==> src/rtl/dm_access_ctrl_pkg.sv <==
// Shared definitions for the data-memory access controller.
// Holds op and FSM state encodings, the default data-memory limit and
// the access fault predicate used by the controller.
package dm_access_ctrl_pkg;

  // First byte address outside data memory (3072 words).
  localparam logic [31:0] ADDR_LIMIT_DEFAULT = 32'h0000_3000;

  typedef enum logic [2:0] {
    OP_LW  = 3'd0,
    OP_LH  = 3'd1,
    OP_LHU = 3'd2,
    OP_LB  = 3'd3,
    OP_LBU = 3'd4,
    OP_SW  = 3'd5,
    OP_SH  = 3'd6,
    OP_SB  = 3'd7
  } op_t;

  typedef enum logic {
    ST_IDLE   = 1'b0,
    ST_RMW_WR = 1'b1
  } state_t;

  // A request faults when it is misaligned for its width or lands at or
  // beyond the end of data memory.
  function automatic logic access_fault(input op_t op,
                                        input logic [31:0] addr,
                                        input logic [31:0] limit);
    logic misaligned;
    case (op)
      OP_LW, OP_SW:         misaligned = (addr[1:0] != 2'b00);
      OP_LH, OP_LHU, OP_SH: misaligned = addr[0];
      default:              misaligned = 1'b0;
    endcase
    return misaligned || (addr >= limit);
  endfunction

endpackage

==> src/rtl/dm_access_ctrl_load_extender.sv <==
// Purpose: pick the addressed byte/half lane out of a memory word and
//   sign- or zero-extend it to 32 bits (whole word for LW).
// Ports: word (memory word), lane (addr[1:0]), op (access type), data (result).
// Latency: combinational. Backpressure: none; store ops yield 0.
module load_extender
  import dm_access_ctrl_pkg::*;
(
  input  logic [31:0] word,
  input  logic [1:0]  lane,
  input  op_t         op,
  output logic [31:0] data
);

  logic [7:0]  byte_sel;
  logic [15:0] half_sel;

  // Little-endian: byte lane 0 sits in word[7:0], half lane 1 in word[31:16].
  always_comb begin
    case (lane)
      2'd0:    byte_sel = word[7:0];
      2'd1:    byte_sel = word[15:8];
      2'd2:    byte_sel = word[23:16];
      default: byte_sel = word[31:24];
    endcase
    half_sel = lane[1] ? word[31:16] : word[15:0];
  end

  always_comb begin
    case (op)
      OP_LW:   data = word;
      OP_LB:   data = {{24{byte_sel[7]}}, byte_sel};
      OP_LBU:  data = {24'h0, byte_sel};
      OP_LH:   data = {{16{half_sel[15]}}, half_sel};
      OP_LHU:  data = {16'h0, half_sel};
      default: data = 32'h0;
    endcase
  end

endmodule

==> src/rtl/dm_access_ctrl.sv <==
// Purpose: M-stage initiator for the word-only data memory; loads are
//   narrowed/extended, SW writes directly, SH/SB run a registered
//   read-modify-write, misaligned/out-of-range requests raise sticky err.
// Latency: loads and SW 0 extra cycles; SH/SB 1 stall cycle, write
//   commits on the edge ending RMW_WR.
// Backpressure: stall is high only in the IDLE cycle accepting an SH/SB.
// Ports: clk/reset (sync, active-high); req_valid/op/addr/wdata/pc from the
//   M stage; rdata/stall/err to the pipeline; dm_addr/dm_wd/dm_pc/dm_we to
//   memory and dm_rd back from it (asynchronous read).
module dm_access_ctrl
  import dm_access_ctrl_pkg::*;
#(
  parameter logic [31:0] ADDR_LIMIT = ADDR_LIMIT_DEFAULT
) (
  input  logic        clk,
  input  logic        reset,
  input  logic        req_valid,
  input  logic [2:0]  op,
  input  logic [31:0] addr,
  input  logic [31:0] wdata,
  input  logic [31:0] pc,
  output logic [31:0] rdata,
  output logic        stall,
  output logic        err,
  output logic [31:0] dm_addr,
  output logic [31:0] dm_wd,
  output logic [31:0] dm_pc,
  output logic        dm_we,
  input  logic [31:0] dm_rd
);

  state_t      state;
  op_t         op_e;
  logic        fault;
  logic        is_load;
  logic        is_sub_store;
  logic        accept;
  logic [31:0] load_data;
  logic [31:0] merged;

  // Read-modify-write context captured in the stall cycle.
  logic [29:0] lat_word;
  logic [1:0]  lat_lane;
  logic        lat_is_half;
  logic [15:0] lat_wdata;
  logic [31:0] lat_pc;
  logic [31:0] lat_old;

  assign op_e         = op_t'(op);
  assign fault        = access_fault(op_e, addr, ADDR_LIMIT);
  assign is_load      = (op_e == OP_LW) || (op_e == OP_LH) || (op_e == OP_LHU) ||
                        (op_e == OP_LB) || (op_e == OP_LBU);
  assign is_sub_store = (op_e == OP_SH) || (op_e == OP_SB);
  assign accept       = !reset && (state == ST_IDLE) && req_valid && !fault;

  load_extender u_load_extender (
    .word (dm_rd),
    .lane (addr[1:0]),
    .op   (op_e),
    .data (load_data)
  );

  // Old word with the latched lane overwritten by the store data.
  always_comb begin
    merged = lat_old;
    if (lat_is_half)
      merged[{lat_lane[1], 4'b0000} +: 16] = lat_wdata;
    else
      merged[{lat_lane, 3'b000} +: 8] = lat_wdata[7:0];
  end

  always_comb begin
    dm_addr = {addr[31:2], 2'b00};
    dm_wd   = wdata;
    dm_pc   = pc;
    dm_we   = 1'b0;
    stall   = 1'b0;
    rdata   = 32'h0;
    if (state == ST_RMW_WR) begin
      // Inputs are ignored here; the instruction retires with this write.
      // A reset landing in this cycle kills the write.
      dm_addr = {lat_word, 2'b00};
      dm_wd   = merged;
      dm_pc   = lat_pc;
      dm_we   = !reset;
    end else if (accept) begin
      if (is_load)
        rdata = load_data;
      if (op_e == OP_SW)
        dm_we = 1'b1;
      if (is_sub_store)
        stall = 1'b1;
    end
  end

  always_ff @(posedge clk) begin
    if (reset) begin
      state       <= ST_IDLE;
      err         <= 1'b0;
      lat_word    <= '0;
      lat_lane    <= '0;
      lat_is_half <= 1'b0;
      lat_wdata   <= '0;
      lat_pc      <= '0;
      lat_old     <= '0;
    end else begin
      case (state)
        ST_IDLE: begin
          if (req_valid && fault) begin
            err <= 1'b1;
          end else if (accept && is_sub_store) begin
            lat_word    <= addr[31:2];
            lat_lane    <= addr[1:0];
            lat_is_half <= (op_e == OP_SH);
            lat_wdata   <= wdata[15:0];
            lat_pc      <= pc;
            lat_old     <= dm_rd;
            state       <= ST_RMW_WR;
          end
        end
        default: state <= ST_IDLE;
      endcase
    end
  end

endmodule
==> config.mk <==
export PLATFORM = sky130hd
export DESIGN_NAME = dm_access_ctrl
export DESIGN_NICKNAME = d
export VERILOG_FILES = /design/src/rtl/dm_access_ctrl_pkg.sv /design/src/rtl/dm_access_ctrl_load_extender.sv /design/src/rtl/dm_access_ctrl.sv
export SDC_FILE = /design/constraint.sdc
export NUM_CORES = 1
export LEC_CHECK = 0
export BUFFER_PORTS_ARGS = -buffer_cell sky130_fd_sc_hd__buf_2
export CAP_MARGIN = 20
export CORE_MARGIN = 2
export CORE_UTILIZATION = 46
export CTS_CLUSTER_DIAMETER = 30
export DETAILED_ROUTE_END_ITERATION = 8
export GPL_ROUTABILITY_DRIVEN = 0
export PLACE_DENSITY = 0.78
export SYNTH_ARGS = -nofsm -noshare
export SYNTH_HDL_FRONTEND = slang
export SYNTH_SLANG_ARGS = --single-unit
==> constraint.sdc <==
create_clock -name clk -period 2.7 [get_ports clk]
set_input_delay 0.54 -clock clk [delete_from_list [all_inputs] [get_ports clk]]
set_output_delay 0.54 -clock clk [all_outputs]
set_load 0.02 [all_outputs]
Word level (Yosys, flattened, before mapping)
Index checks and enable logic that the tools add are counted.
{"block": "op_classes", "addsub": 2, "n_bitwise": 2, "n_shift": 4, "reduce_logical": 21, "n_eq_ne": 9, "muxes": 20, "order_cmp": 1}
{"operator": "32-bit 2-to-1 mux", "count": 7}
{"operator": "32-bit case mux with 5 select lines", "count": 1}
{"operator": "32-bit bitwise mux", "count": 2}
{"operator": "32-bit by 14-bit >= comparator with 1-bit output, second input constant", "count": 1}
{"operator": "16-bit by 7-bit variable shift with 32-bit output, first input constant", "count": 1}
{"operator": "8-bit by 7-bit variable shift with 32-bit output, first input constant", "count": 1}
{"operator": "16-bit by 7-bit indexed part select with 32-bit output", "count": 1}
{"operator": "8-bit by 7-bit indexed part select with 32-bit output", "count": 1}
{"operator": "8-bit case mux with 3 select lines", "count": 1}
{"operator": "16-bit 2-to-1 mux", "count": 1}
{"operator": "5-bit negator with 7-bit output", "count": 2}
{"operator": "3-bit == test, second input constant", "count": 4}
{"operator": "1-bit 2-to-1 mux", "count": 7}
{"operator": "3-bit by 2-bit == test with 1-bit output, second input constant", "count": 2}
{"operator": "1-bit logical OR", "count": 6}
{"operator": "3-bit OR reduction", "count": 2}
{"operator": "1-bit logical AND", "count": 5}
{"operator": "3-bit by 1-bit == test with 1-bit output, second input constant", "count": 1}
{"operator": "3-bit zero test", "count": 1}
{"operator": "3-bit AND reduction", "count": 1}
{"operator": "2-bit by 1-bit == test with 1-bit output, second input constant", "count": 1}
{"operator": "2-bit == test, second input constant", "count": 1}
{"operator": "1-bit zero test", "count": 2}
{"operator": "2-bit zero test", "count": 1}
{"operator": "other kinds (5)", "count": 6}
{"block": "totals", "register_bits": 115}

Logic depth before layout (Yosys ltp)
Gate-level depths: netlist (run 1).
{"block": "depth", "ltp_word": 8, "ltp_mapped": 9}

Hierarchy
A second synthesis (run 1) with hierarchy kept.
{"block": "unflattened", "hier_cells": 888, "hier_area_um2": 7733.7}
{"mod": "dm_access_ctrl", "instances": 1, "area_per_inst_um2": 6882.9, "seq_area_each_um2": 2302.2, "cells_per_inst": 783}
{"mod": "load_extender", "instances": 1, "area_per_inst_um2": 850.8, "seq_area_each_um2": 0.0, "cells_per_inst": 105}

Least setup slack after synthesis (run 1)
OpenSTA, ideal clock, no wires.
{"block": "synth_path", "kind": "register to output", "from": "reg lat_lane[1]", "to": "out dm_wd[16]", "t_required_ns": 2.160, "path_buffers": 2, "slack_ns": -0.158, "t_arrival_ns": 2.318, "stages_incl_launch_ff": 9, "path_cell_list": "dfxtp_1 > clkbuf_1 > buf_2 > inv_1 > ha_1 > nor4bb_1 > mux2_2 > a221oi_1 > nor2_1"}
{"block": "synth_via", "elab_chain_len": 5}
{"element": "start, declared", "line": "dm_access_ctrl.sv:43", "source": "logic [1:0] lat_lane;"}
{"element": "start signal, assigned", "line": "dm_access_ctrl.sv:113", "source": "lat_lane <= addr[1:0];"}
{"element": "5-bit negator with 7-bit output, on equally long branches", "line": "dm_access_ctrl.sv:67, dm_access_ctrl.sv:69"}
{"element": "16-bit by 7-bit indexed part select with 32-bit output (tied with other cells)", "line": "dm_access_ctrl.sv:67", "source": "merged[{lat_lane[1], 4'b0000} +: 16] = lat_wdata;"}
{"element": "32-bit bitwise mux, on equally long branches", "line": "dm_access_ctrl.sv:67, dm_access_ctrl.sv:69"}
{"element": "32-bit 2-to-1 mux *", "line": "dm_access_ctrl.sv:66", "source": "if (lat_is_half)"}
{"element": "32-bit 2-to-1 mux *", "line": "dm_access_ctrl.sv:79", "source": "if (state == ST_RMW_WR) begin"}
{"element": "end, declared", "line": "dm_access_ctrl.sv:26", "source": "output logic [31:0] dm_wd,"}
Mark *: on every way between the ends. The rest lies on a longest branch, timed or not.

Worst setup path after layout (run 1)
{"block": "layout_path", "from": "reg lat_lane[1]", "to": "out dm_wd[4]"}
Same word-level chain as after synthesis.

==> results of run 1 <==
## state kept, by name, indices dropped and copies added (netlist names)
name and count:
lat_old 32, state 1, lat_lane 2, lat_is_half 1
err 1, lat_pc 32, lat_word 30, lat_wdata 16
## cells by family after synthesis
kind of cell	after synthesis	share of synthesized area
AO/OA/AOI/OAI	135	0.1283
XOR/XNOR	1	0.001211
adder cells (fa/ha/maj)	5	0.008648
buffers and inverters	78	0.05033
flip-flops	115	0.3182
multiplexers	197	0.3355
other	1	0.0005184
AND/OR/NAND/NOR	190	0.1572
## timing repair
| action | CTS | global route |
|---|---|---|
| gates resized for setup | 40 | 30 |
| pin swaps | 4 | 2 |
| endpoints found under the setup margin | 30 | 56 |
| buffers inserted | 0 | 1 |
## metal layers
layer | routed length [microns] | vias up
met5 | 13 | -
met4 | 714 | 2
met3 | 1737 | 59
met2 | 11050 | 319
met1 | 8740 | 3140
li1 | - | 3153
## final timing paths
| check | end | slack, ps | depth (start not counted) |
|---|---|---|---|
| setup reg to reg | lat_pc[12] | 900 | 5 |
| setup / recovery | dm_wd[4] | -140 | 7 |
| hold reg to reg | lat_word[20] | 450 | 1 |
| hold / removal | lat_pc[20] | 360 | 2 |
## metrics by stage
step / TNS (ps) / power [uW] / util
floorplan: 0 / 2031 / -
global placement: 0 / 2269 / 0.5758
detailed placement: 0 / 2275 / 0.5758
CTS: -447.4 / 4715 / 0.6299
global route: -2963 / 4829 / 0.6426
finish: -789.2 / 4686 / 0.6430
## area by class of cell
cell class / instances / area [sq um] / area share
timing repair buffer: 295 / 1643 / 0.1675
clock inverter: 7 / 116.4 / 0.01186
tap: 211 / 264.0 / 0.02691
sequential: 115 / 2308 / 0.2353
antenna: 2 / 5.005 / 0.0005101
multi-input combinational: 530 / 4903 / 0.4998
inverter: 10 / 43.79 / 0.004464
clock buffer: 25 / 526.8 / 0.05369
## layout by cell type, fill, tap and decap left out, drive strengths merged, types with 2 or more instances in the layout
| master | instances |
|---|---|
| buf | 295 |
| mux2 | 167 |
| dfxtp | 115 |
| nor2b | 87 |
| a21oi | 47 |
| nor2 | 32 |
| a221oi | 32 |
| clkbuf | 25 |
| mux2i | 22 |
| and2 | 19 |
| a31oi | 17 |
| nand3b | 16 |
| a22oi | 14 |
| o31ai | 10 |
| nand4 | 10 |
| inv | 9 |
| mux4 | 8 |
| nand2 | 8 |
| ha | 5 |
| nor4 | 4 |
| bufinv | 3 |
| o2111ai | 3 |
| clkinv | 3 |
| diode | 2 |
| clkinvlp | 2 |
| nor4bb | 2 |
| nand2b | 2 |
| conb | 2 |
| nor3b | 2 |
| nand3 | 2 |
## power groups by stage
stage                     sequential (uW)  combinational, uW  clock [uW]
after detailed placement             1730                540           0
after CTS                            1700                549        2470
final                                1700                554        2430
after floorplan                      1740                294           0
after global routing                 1700                593        2540
after global placement               1730                534           0
==> reports/qor.txt, run 1 <==
Arr. time, crit path -> 2300 ps
Seq cells post-synth -> 115
Proportion of layout cells with a drive suffix above 1 -> 0.5591
CTS tree -> done
Comb power frac -> 0.118
Internal Pwr Total -> 3563 uW
Clk network pwr share -> 0.519
Die width -> 129.4 microns
Max Buffers Root-to-Sink -> 2
First-pass GRT wire length -> 32,830 microns
RSZ-0062 raised after global routing -> yes
Net switching power -> 1123 uW
Most used cell, CP -> nor2_1
Hold Fails Final Rpt -> 0
Sequential Power Share -> 0.362
Actual slew at the worst max-slew pin -> 1054 ps
CTS Buf Count -> 17
IO Count -> 265
Clk_skew -> 6.583 ps
Die area -> 16,750 sq um
Sequential-to-total area share from yosys stat -> 0.3182
Hpwl dp -> 15,660 microns
Slew Limit Headroom -> 0.2976
Critical path startpoint -> lat_lane[1]
Total Routed Length -> 22,250 microns
Crit path max-delay family -> compound AO/OA/AOI/OAI gates
Antenna Nets Post-Route -> 0
Root Buffer -> clkbuf_16
Fmax achieved -> 0.3527 GHz
Worst path cell trace -> inv_2, ha_4, nor2_1, a31o_2, a221oi_1, nor2_1, buf_2
Most area-hungry cell type in the Yosys netlist -> dfxtp_1
Pin count of the biggest net entering global routing -> 100
Met2 Use GR -> 0.4406
Wire length per cell -> 18.62 microns
Met1 Usage GRT -> 0.2954
CP max stage delay -> 520 ps
Share of flip-flops with an asynchronous set or reset -> 0
Drt first pass iters -> 7
DP Worst Slack -> 80.65 ps
Grt ovf -> 0
Crit-path slowest cell -> a221oi_1
Max Cap Viol -> 0
Area contributors post-synth -> dfxtp_1 32%, mux2_2 20%, mux2_4 8.1%
WHS -> 358.4 ps
Placement Rows -> 45
Die height -> 129.4 microns
Synth Flop Type -> dfxtp_1
Setup CP Type -> register to output port
Vias in the first global route -> 6,329
Pwr Density -> 477.7 nW/um^2
Synth Warn # -> 0
Total Nets Final -> 1,108
Syn Area/Cell -> 10.02 sq um
H-tree depth -> 4
Initial core utilization -> 0.4741
Worst Slack Setup Final -> -135.6 ps
Max-slew violations -> 0
Post-DP Area -> 8786 sq um
Clk_lat worst skew -> 410 ps
Worst Setup Start Kind -> register
Synthesized cell area -> 7234 sq um
Core area -> 15,260 sq um
Final setup viols -> 19
Post-synth cell types -> 52
Via density -> 5.584
# fillers -> 1,253
Yosys top cell area share -> 0.3182
Post-route cell area -> 9811 sq um
Global route hottest layer -> met2
First DRT Iteration DRCs -> 463
Max IR drop VDD -> 424.0 uV
Most numerous cell in the Yosys netlist -> mux2_2
Top cells by count, synth -> 128 x mux2_2, 115 x dfxtp_1, 87 x nor2b_1
Clock sink count -> 115
DRC viols -> 0
Vias -> 6,673
GRT Overall Usage -> 0.2534
Syn-to-layout area delta -> 35.61%
Switch share -> 0.2396
Port bufs -> 262
Minimum clock period -> 2836 ps
Violated checks -> negative setup slack
Syn Inst Count -> 722
Hold path startpoint -> pc[20]
Required @ worst endpoint -> 2160 ps
Fin crit share -> 1.050
Crit-path max FO -> 8
Hold_buf cts -> 0
Reg clk slew, reported paths -> 60 ps
Hold WC Path Type -> input port to register
Non-filler cells, final -> 1,195
Cell Count Post-Placement -> 1,161
Crit end category -> output port
Critical register-to-register path startpoint -> state
Status -> finished, violations left
GR Layer Usage met3 -> 0.07267
Pleak -> 0.004268 uW
Post-synth EDFFs -> 0
Initial antenna violation count -> 3
CP Buf/Inv Count -> 2
Power figures use the tool's default switching activity.
==> run 2: changes to the inputs <==
--- a/config.mk
+++ b/config.mk
@@ -12,7 +12,9 @@
 export CTS_CLUSTER_DIAMETER = 30
 export DETAILED_ROUTE_END_ITERATION = 8
 export GPL_ROUTABILITY_DRIVEN = 0
+export HOLD_SLACK_MARGIN = 0.08
 export PLACE_DENSITY = 0.78
+export RECOVER_POWER = 25
 export SYNTH_ARGS = -nofsm -noshare
 export SYNTH_HDL_FRONTEND = slang
 export SYNTH_SLANG_ARGS = --single-unit
==> run 2 against run 1 <==
The run still ends with negative setup slack left. Routed wire length about the same. Utilization barely moved. Worst setup slack worse by 1.1 ps. Clock power barely moved. Critical path type unchanged. Largest cell class unchanged. Highest routed layer unchanged.
==> reports/qor.txt, run 2 (synthesis results as in run 1) <==
Status -> finished, violations left
Violated checks -> negative setup slack
Grt ovf -> 0 (unchanged)
Total Nets Final -> 1,108 (unchanged)
Die width -> 129.4 microns (unchanged)
Hold WC Path Type -> input port to register
Vias -> 6,665 (-0.12%)
Fmax achieved -> 0.3525 GHz (about the same)
Initial antenna violation count -> 3 (unchanged)
Worst path cell trace -> inv_2, ha_4, nor2_1, a31o_2, a221oi_1, nor2_1, buf_2
Max IR drop VDD -> 423.6 uV (about the same)
Commonest non-fill, non-tap cells in the layout -> 253 x buf_2, 125 x mux2_2, 112 x dfxtp_1
Wire length per cell -> 18.63 microns (about the same)
Pleak -> 0.004259 uW (-0.20%)
Most common library cell in the layout ignoring fill and taps -> buf_2
Pwr Density -> 477.9 nW/um^2 (about the same)
CTS tree -> done
H-tree depth -> 4 (unchanged)
Root Buffer -> clkbuf_16
Die height -> 129.4 microns (unchanged)
Minimum clock period -> 2837 ps (+1.077 ps)
DRC viols -> 0 (unchanged)
Slew Limit Headroom -> 0.2973 (-0.0003530)
Syn-to-layout area delta -> 35.51% (about the same)
First DRT Iteration DRCs -> 450 (-2.8%)
Reg clk slew, reported paths -> 60 ps (about the same)
Clock sink count -> 115 (unchanged)
CTS Buf Count -> 17 (unchanged)
Via density -> 5.577 (-0.12%)
Placement Rows -> 45 (unchanged)
Vias in the first global route -> 6,329 (unchanged)
Clk_lat worst skew -> 410 ps (about the same)
Final setup viols -> 19 (unchanged)
Drt first pass iters -> 8 (+1)
Total Routed Length -> 22,270 microns (about the same)
IO Count -> 265 (unchanged)
Most used cell, CP -> nor2_1
DP Worst Slack -> 80.65 ps (unchanged)
Die area -> 16,750 sq um (unchanged)
Fin crit share -> 1.051 (about the same)
Initial core utilization -> 0.4741 (unchanged)
Antenna Nets Post-Route -> 0 (unchanged)
Hpwl dp -> 15,660 microns (unchanged)
Max Cap Viol -> 0 (unchanged)
Worst Slack Setup Final -> -136.7 ps (-1.077 ps)
Required @ worst endpoint -> 2160 ps (about the same)
GRT Overall Usage -> 0.2534 (unchanged)
Final core occ -> 0.6425 (about the same)
WHS Path Cells -> 2 (unchanged)
Core area -> 15,260 sq um (unchanged)
Top flop regs -> lat_old x32, lat_pc x32, lat_word x30
Crit end category -> output port
FF-to-FF path depth -> 5 (unchanged)
Max Buffers Root-to-Sink -> 2 (unchanged)
Max-slew violations -> 0 (unchanged)
Hold Fails Final Rpt -> 0 (unchanged)
Arr. time, crit path -> 2300 ps (about the same)
First-pass GRT wire length -> 32,830 microns (unchanged)
Hold_buf cts -> 0 (unchanged)
Port bufs -> 262 (unchanged)
Pin count of the biggest net entering global routing -> 100 (unchanged)
Worst Setup Start Kind -> register
Setup CP Type -> register to output port
Clk_skew -> 6.843 ps (+0.2600 ps)
Crit-path slowest cell -> a221oi_1
Proportion of layout cells with a drive suffix above 1 -> 0.5560 (-0.003055)
Crit-path max FO -> 8 (unchanged)
RSZ-0062 raised after global routing -> yes
Actual slew at the worst max-slew pin -> 1054 ps (+0.5306 ps)
CP max stage delay -> 520 ps (about the same)
-- run 2: changes by cell type in the layout (fill, tap and decap cells not counted) --
cell	change
nor3b_1	+1
buf_2	-2
clkbuf_1	+2
nor3b_2	-1
-- run 2: where the power goes --
group	leakage, uW	switching, uW	total, uW	internal (uW)
Sequential	0.000928	0.651	1700	1700
Clock	0.000315	804	2430	1630
Combinational	0.00302	318	553	236
Total	0.00426	1120	4690	3560
-- run 2: final cells by class --
type	instances	area [sq um]
Antenna cell	2	5.005
Sequential cell	115	2308
Multi-Input combinational cell	530	4898
Clock buffer	25	526.8
Clock inverter	7	116.4
Tap cell	211	264.0
Timing Repair Buffer	295	1640
Fill cell	1255	5455
Inverter	10	43.79
-- run 2: timing repair --
| action | CTS | global route |
|---|---|---|
| endpoints found under the setup margin | 30 | 56 |
| pin swaps | 4 | 2 |
| resized for setup | 40 | 30 |
| setup buffers | 0 | 1 |
-- run 2: routing by layer --
metal,global-route usage,part of all wire,up-vias
li1,-,-,3151
met1,0.2954,0.39,3127
met4,0.09719,0.032,2
met2,0.4406,0.50,323
met5,0,0.00058,-
met3,0.07267,0.081,62
-- run 2: path summary, 6_finish.rpt --
check | startpoint | to | slack [ps]
worst min register to register | lat_word[20] | lat_word[20] | 450
worst min-delay path | pc[20] | lat_pc[20] | 360
worst max register to register | state | lat_pc[12] | 770
worst max-delay path | lat_lane[1] | dm_wd[4] | -140
-- run 2: stage by stage --
stage          power, uW  hold slack [ps]  cell area (sq um)  std cells  setup TNS [ps]
6_report            4685            358.5               9803       1195          -793.1
3_5_place_dp        2275            440.4               8786       1161               0
5_1_grt             4828            344.0               9798       1193           -3100
2_1_floorplan       2031            423.9               7257        723               0
4_1_cts             4715            343.8               9612       1192          -447.4
3_3_place_gp        2269            438.4               8786       1161               0
-- run 2: worst max-delay path, delay by kind of cell (launching register included) --
family	cells	cell delay, ps
compound gates	2	840
fa+ha+maj	1	300
buf+inv	2	260
flops	1	360
simple gates	2	120
==> run 3: changes to the inputs <==
--- a/config.mk
+++ b/config.mk
@@ -13,8 +13,9 @@
 export DETAILED_ROUTE_END_ITERATION = 8
 export GPL_ROUTABILITY_DRIVEN = 0
 export HOLD_SLACK_MARGIN = 0.08
-export PLACE_DENSITY = 0.78
+export PLACE_DENSITY = 0.77
 export RECOVER_POWER = 25
 export SYNTH_ARGS = -nofsm -noshare
 export SYNTH_HDL_FRONTEND = slang
+export SYNTH_HIERARCHICAL = 1
 export SYNTH_SLANG_ARGS = --single-unit
==> run 3 against run 2 <==
The run still ends with negative setup slack left. Total power increased by 1.9%. Worst setup slack improved by 78 ps. Non-clock buffer count increased by 12. First-iteration DRC count increased by 120%. Final cell count increased by 12%. Combinational power increased by 22%. Routed wire length increased by 23%. Sequential power about the same.
==> reports/qor.txt, run 3 <==
Worst R2R Setup Slack -> 640 ps (-130 ps)
Clk network pwr share -> 0.504 (-0.015)
Worst Slack Setup Final -> -58.96 ps (+77.72 ps)
Clock sink count -> 115 (unchanged)
Comb power frac -> 0.141 (+0.023)
Setup CP Type -> register to output port
Port bufs -> 262 (unchanged)
Wire length per cell -> 20.51 microns (+10%)
Synth Warn # -> 6 (+6)
Crit-path max FO -> 8 (unchanged)
Top cells by count, synth -> 129 x a21oi_1, 115 x dfxtp_1, 95 x nand4_1, 95 x o31ai_1, 84 x mux2_2
Pin count of the biggest net entering global routing -> 98 (-2.0%)
Reg clk slew, reported paths -> 60 ps (about the same)
Fmax achieved -> 0.3625 GHz (+2.8%)
RSZ-0062 raised after global routing -> yes
Die height -> 133.7 microns (+3.3%)
Slew Limit Headroom -> 0.2343 (-0.06294)
Hpwl dp -> 17,780 microns (+14%)
Arr. time, crit path -> 2220 ps (-80 ps)
Syn Inst Count -> 888 (+23%)
Actual slew at the worst max-slew pin -> 1149 ps (+94.40 ps)
Max Buffers Root-to-Sink -> 2 (unchanged)
Post-synth cell types -> 55 (+5.8%)
Synthesized cell area -> 7734 sq um (+6.9%)
Via density -> 6.276 (+13%)
Syn Area/Cell -> 8.709 sq um (-13%)
Final setup viols -> 8 (-11)
Fin crit share -> 1.022 (-0.02879)
Post-route cell area -> 10,470 sq um (+6.8%)
Switch share -> 0.2617 (+0.02206)
Total Routed Length -> 27,380 microns (+23%)
Root Buffer -> clkbuf_16
Hold_buf cts -> 0 (unchanged)
CTS tree -> done
H-tree depth -> 4 (unchanged)
Share of flip-flops with an asynchronous set or reset -> 0 (unchanged)
Most numerous cell in the Yosys netlist -> a21oi_1
Max-slew violations -> 0 (unchanged)
GRT Overall Usage -> 0.2831 (+0.02965)
DRC viols -> 0 (unchanged)
Required @ worst endpoint -> 2160 ps (about the same)
Sequential Power Share -> 0.356 (-0.007)
Die area -> 17,870 sq um (+6.7%)
Pwr Density -> 455.8 nW/um^2 (-4.6%)
Drt first pass iters -> 6 (-2)
Total Nets Final -> 1,241 (+12%)
First-pass GRT wire length -> 40,730 microns (+24%)
Total negative slack -> -218.2 ps (+574.9 ps)
Die width -> 133.7 microns (+3.3%)
Hold Fails Final Rpt -> 0 (unchanged)
Most area-hungry cell type in the Yosys netlist -> dfxtp_1
WHS -> 389.8 ps (+31.24 ps)
Grt ovf -> 0 (unchanged)
Most common library cell in the layout ignoring fill and taps -> buf_2
Yosys top cell area share -> 0.2977 (-0.02054)
Synth Flop Type -> dfxtp_1
Crit end category -> output port
First DRT Iteration DRCs -> 1,011 (+120%)
CTS Buf Count -> 17 (unchanged)
Placement Rows -> 47 (+4.4%)
Seq cells post-synth -> 115 (unchanged)
Violated checks -> negative setup slack
Worst Setup Start Kind -> register
Post-synth EDFFs -> 0 (unchanged)
Core area -> 16,520 sq um (+8.3%)
Internal Pwr Total -> 3524 uW (-1.1%)
Clk_lat worst skew -> 410 ps (about the same)
Diodes inserted -> 0 (-2)
DP Worst Slack -> 32.53 ps (-48.12 ps)
Top flop regs -> lat_old x32, lat_pc x32, lat_word x30
Area contributors post-synth -> dfxtp_1 30%, mux2_2 12%, o31ai_1 9.2%
Proportion of layout cells with a drive suffix above 1 -> 0.4601 (-0.09592)
Clk_skew -> 6.500 ps (-0.3429 ps)
Initial core utilization -> 0.4680 (-0.006119)
Vias in the first global route -> 7,430 (+17%)
Initial antenna violation count -> 0 (-3)
Status -> finished, violations left
Hold WC Path Type -> input port to register
Post-DP Area -> 9231 sq um (+5.1%)
Max Cap Viol -> 0 (unchanged)
Pleak -> 0.003989 uW (-6.3%)
Max IR drop VDD -> 407.7 uV (-3.7%)
Minimum clock period -> 2759 ps (-77.72 ps)
Syn-to-layout area delta -> 35.40% (about the same)
Vias -> 8,379 (+26%)
Commonest non-fill, non-tap cells in the layout -> 220 x buf_2, 111 x dfxtp_1, 110 x a21oi_1
Sequential-to-total area share from yosys stat -> 0.2977 (-0.02054)
Net switching power -> 1249 uW (+11%)
Antenna Nets Post-Route -> 0 (unchanged)
IO Count -> 265 (unchanged)
[run 3: cell count changes in the layout (fill, tap and decap cells not counted), sizes merged, moves of 11 or more]
cell | before | now
a21o | 1 | 16
a221oi | 32 | 21
and2 | 19 | 50
a21oi | 47 | 130
mux2 | 167 | 87
o31ai | 10 | 95
nor2b | 87 | 3
nand3b | 16 | 0
nor2 | 32 | 17
nand2 | 8 | 20
buf | 293 | 304
nand4 | 10 | 95
mux2i | 22 | 33
[run 3: metrics by stage]
step                        util  instances  total power, uW
final                     0.6337       1335             4772
after CTS                 0.6088       1330             4771
after global routing      0.6337       1335             4917
after global placement    0.5586       1294             2371
after detailed placement  0.5586       1294             2374
after floorplan                -        889             2108
[run 3: repair_timing]
item,in CTS,in global routing
gates resized for setup,45,98
buffers inserted,4,3
pin swaps,6,7
endpoints found under the hold margin,0,0
cloned,0,2
setup endpoints to repair,24,63
[run 3: kinds of logic (layout without fill, tap and decap cells)]
family | after synthesis | in the layout | synth area share
AOI/OAI and AO/OA | 303 | 303 | 0.2563
and+or+nand+nor | 210 | 210 | 0.1662
muxes | 127 | 127 | 0.1958
buffers and inverters | 126 | 352 | 0.07442
DFF | 115 | 115 | 0.2977
adders and majority gates | 5 | 5 | 0.008089
other | 1 | 2 | 0.0004849
xor gates and xnor gates | 1 | 1 | 0.001133
[run 3: power groups by stage]
| stage | Clock, uW | Combinational (uW) | Sequential (uW) |
|---|---|---|---|
| 2_1_floorplan | 0 | 370 | 1740 |
| 3_3_place_gp | 0 | 636 | 1740 |
| 3_5_place_dp | 0 | 639 | 1740 |
| 4_1_cts | 2430 | 649 | 1700 |
| 5_1_grt | 2510 | 712 | 1700 |
| 6_report | 2400 | 672 | 1700 |
[run 3: worst max-delay path, cell delays in order, from the launching register on]
cell and delay [ps]:
dfxtp_4 360, buf_8 120, ha_2 160, nor4bb_1 130
buf_4 180, a221oi_1 300, a21oi_1 110, mux2_4 280
buf_4 160
[run 3: final cells by class]
type / count / area, sq um
clock buffers: 17 / 425.4
clock inverters: 15 / 205.2
fillers: 1400 / 6053
inverters: 13 / 51.30
multi-input cells: 648 / 5230
flip-flops and latches: 115 / 2312
well taps: 220 / 275.3
repair buffers: 307 / 1972
[run 3: metal layers]
layer | vias to the layer above | track usage | share of wire
met5 | - | 0 | 0
met1 | 4024 | 0.4029 | 0.42
met4 | 0 | 0.08688 | 0.024
met3 | 47 | 0.05289 | 0.085
li1 | 3867 | - | -
met2 | 441 | 0.4350 | 0.47
[run 3: path summary, 6_finish.rpt]
check,start,endpoint,depth (start not counted)
max,lat_lane[1],dm_wd[27],8
min reg2reg,lat_word[15],lat_word[15],1
max reg2reg,state,lat_word[24],5
min,pc[7],lat_pc[7],3
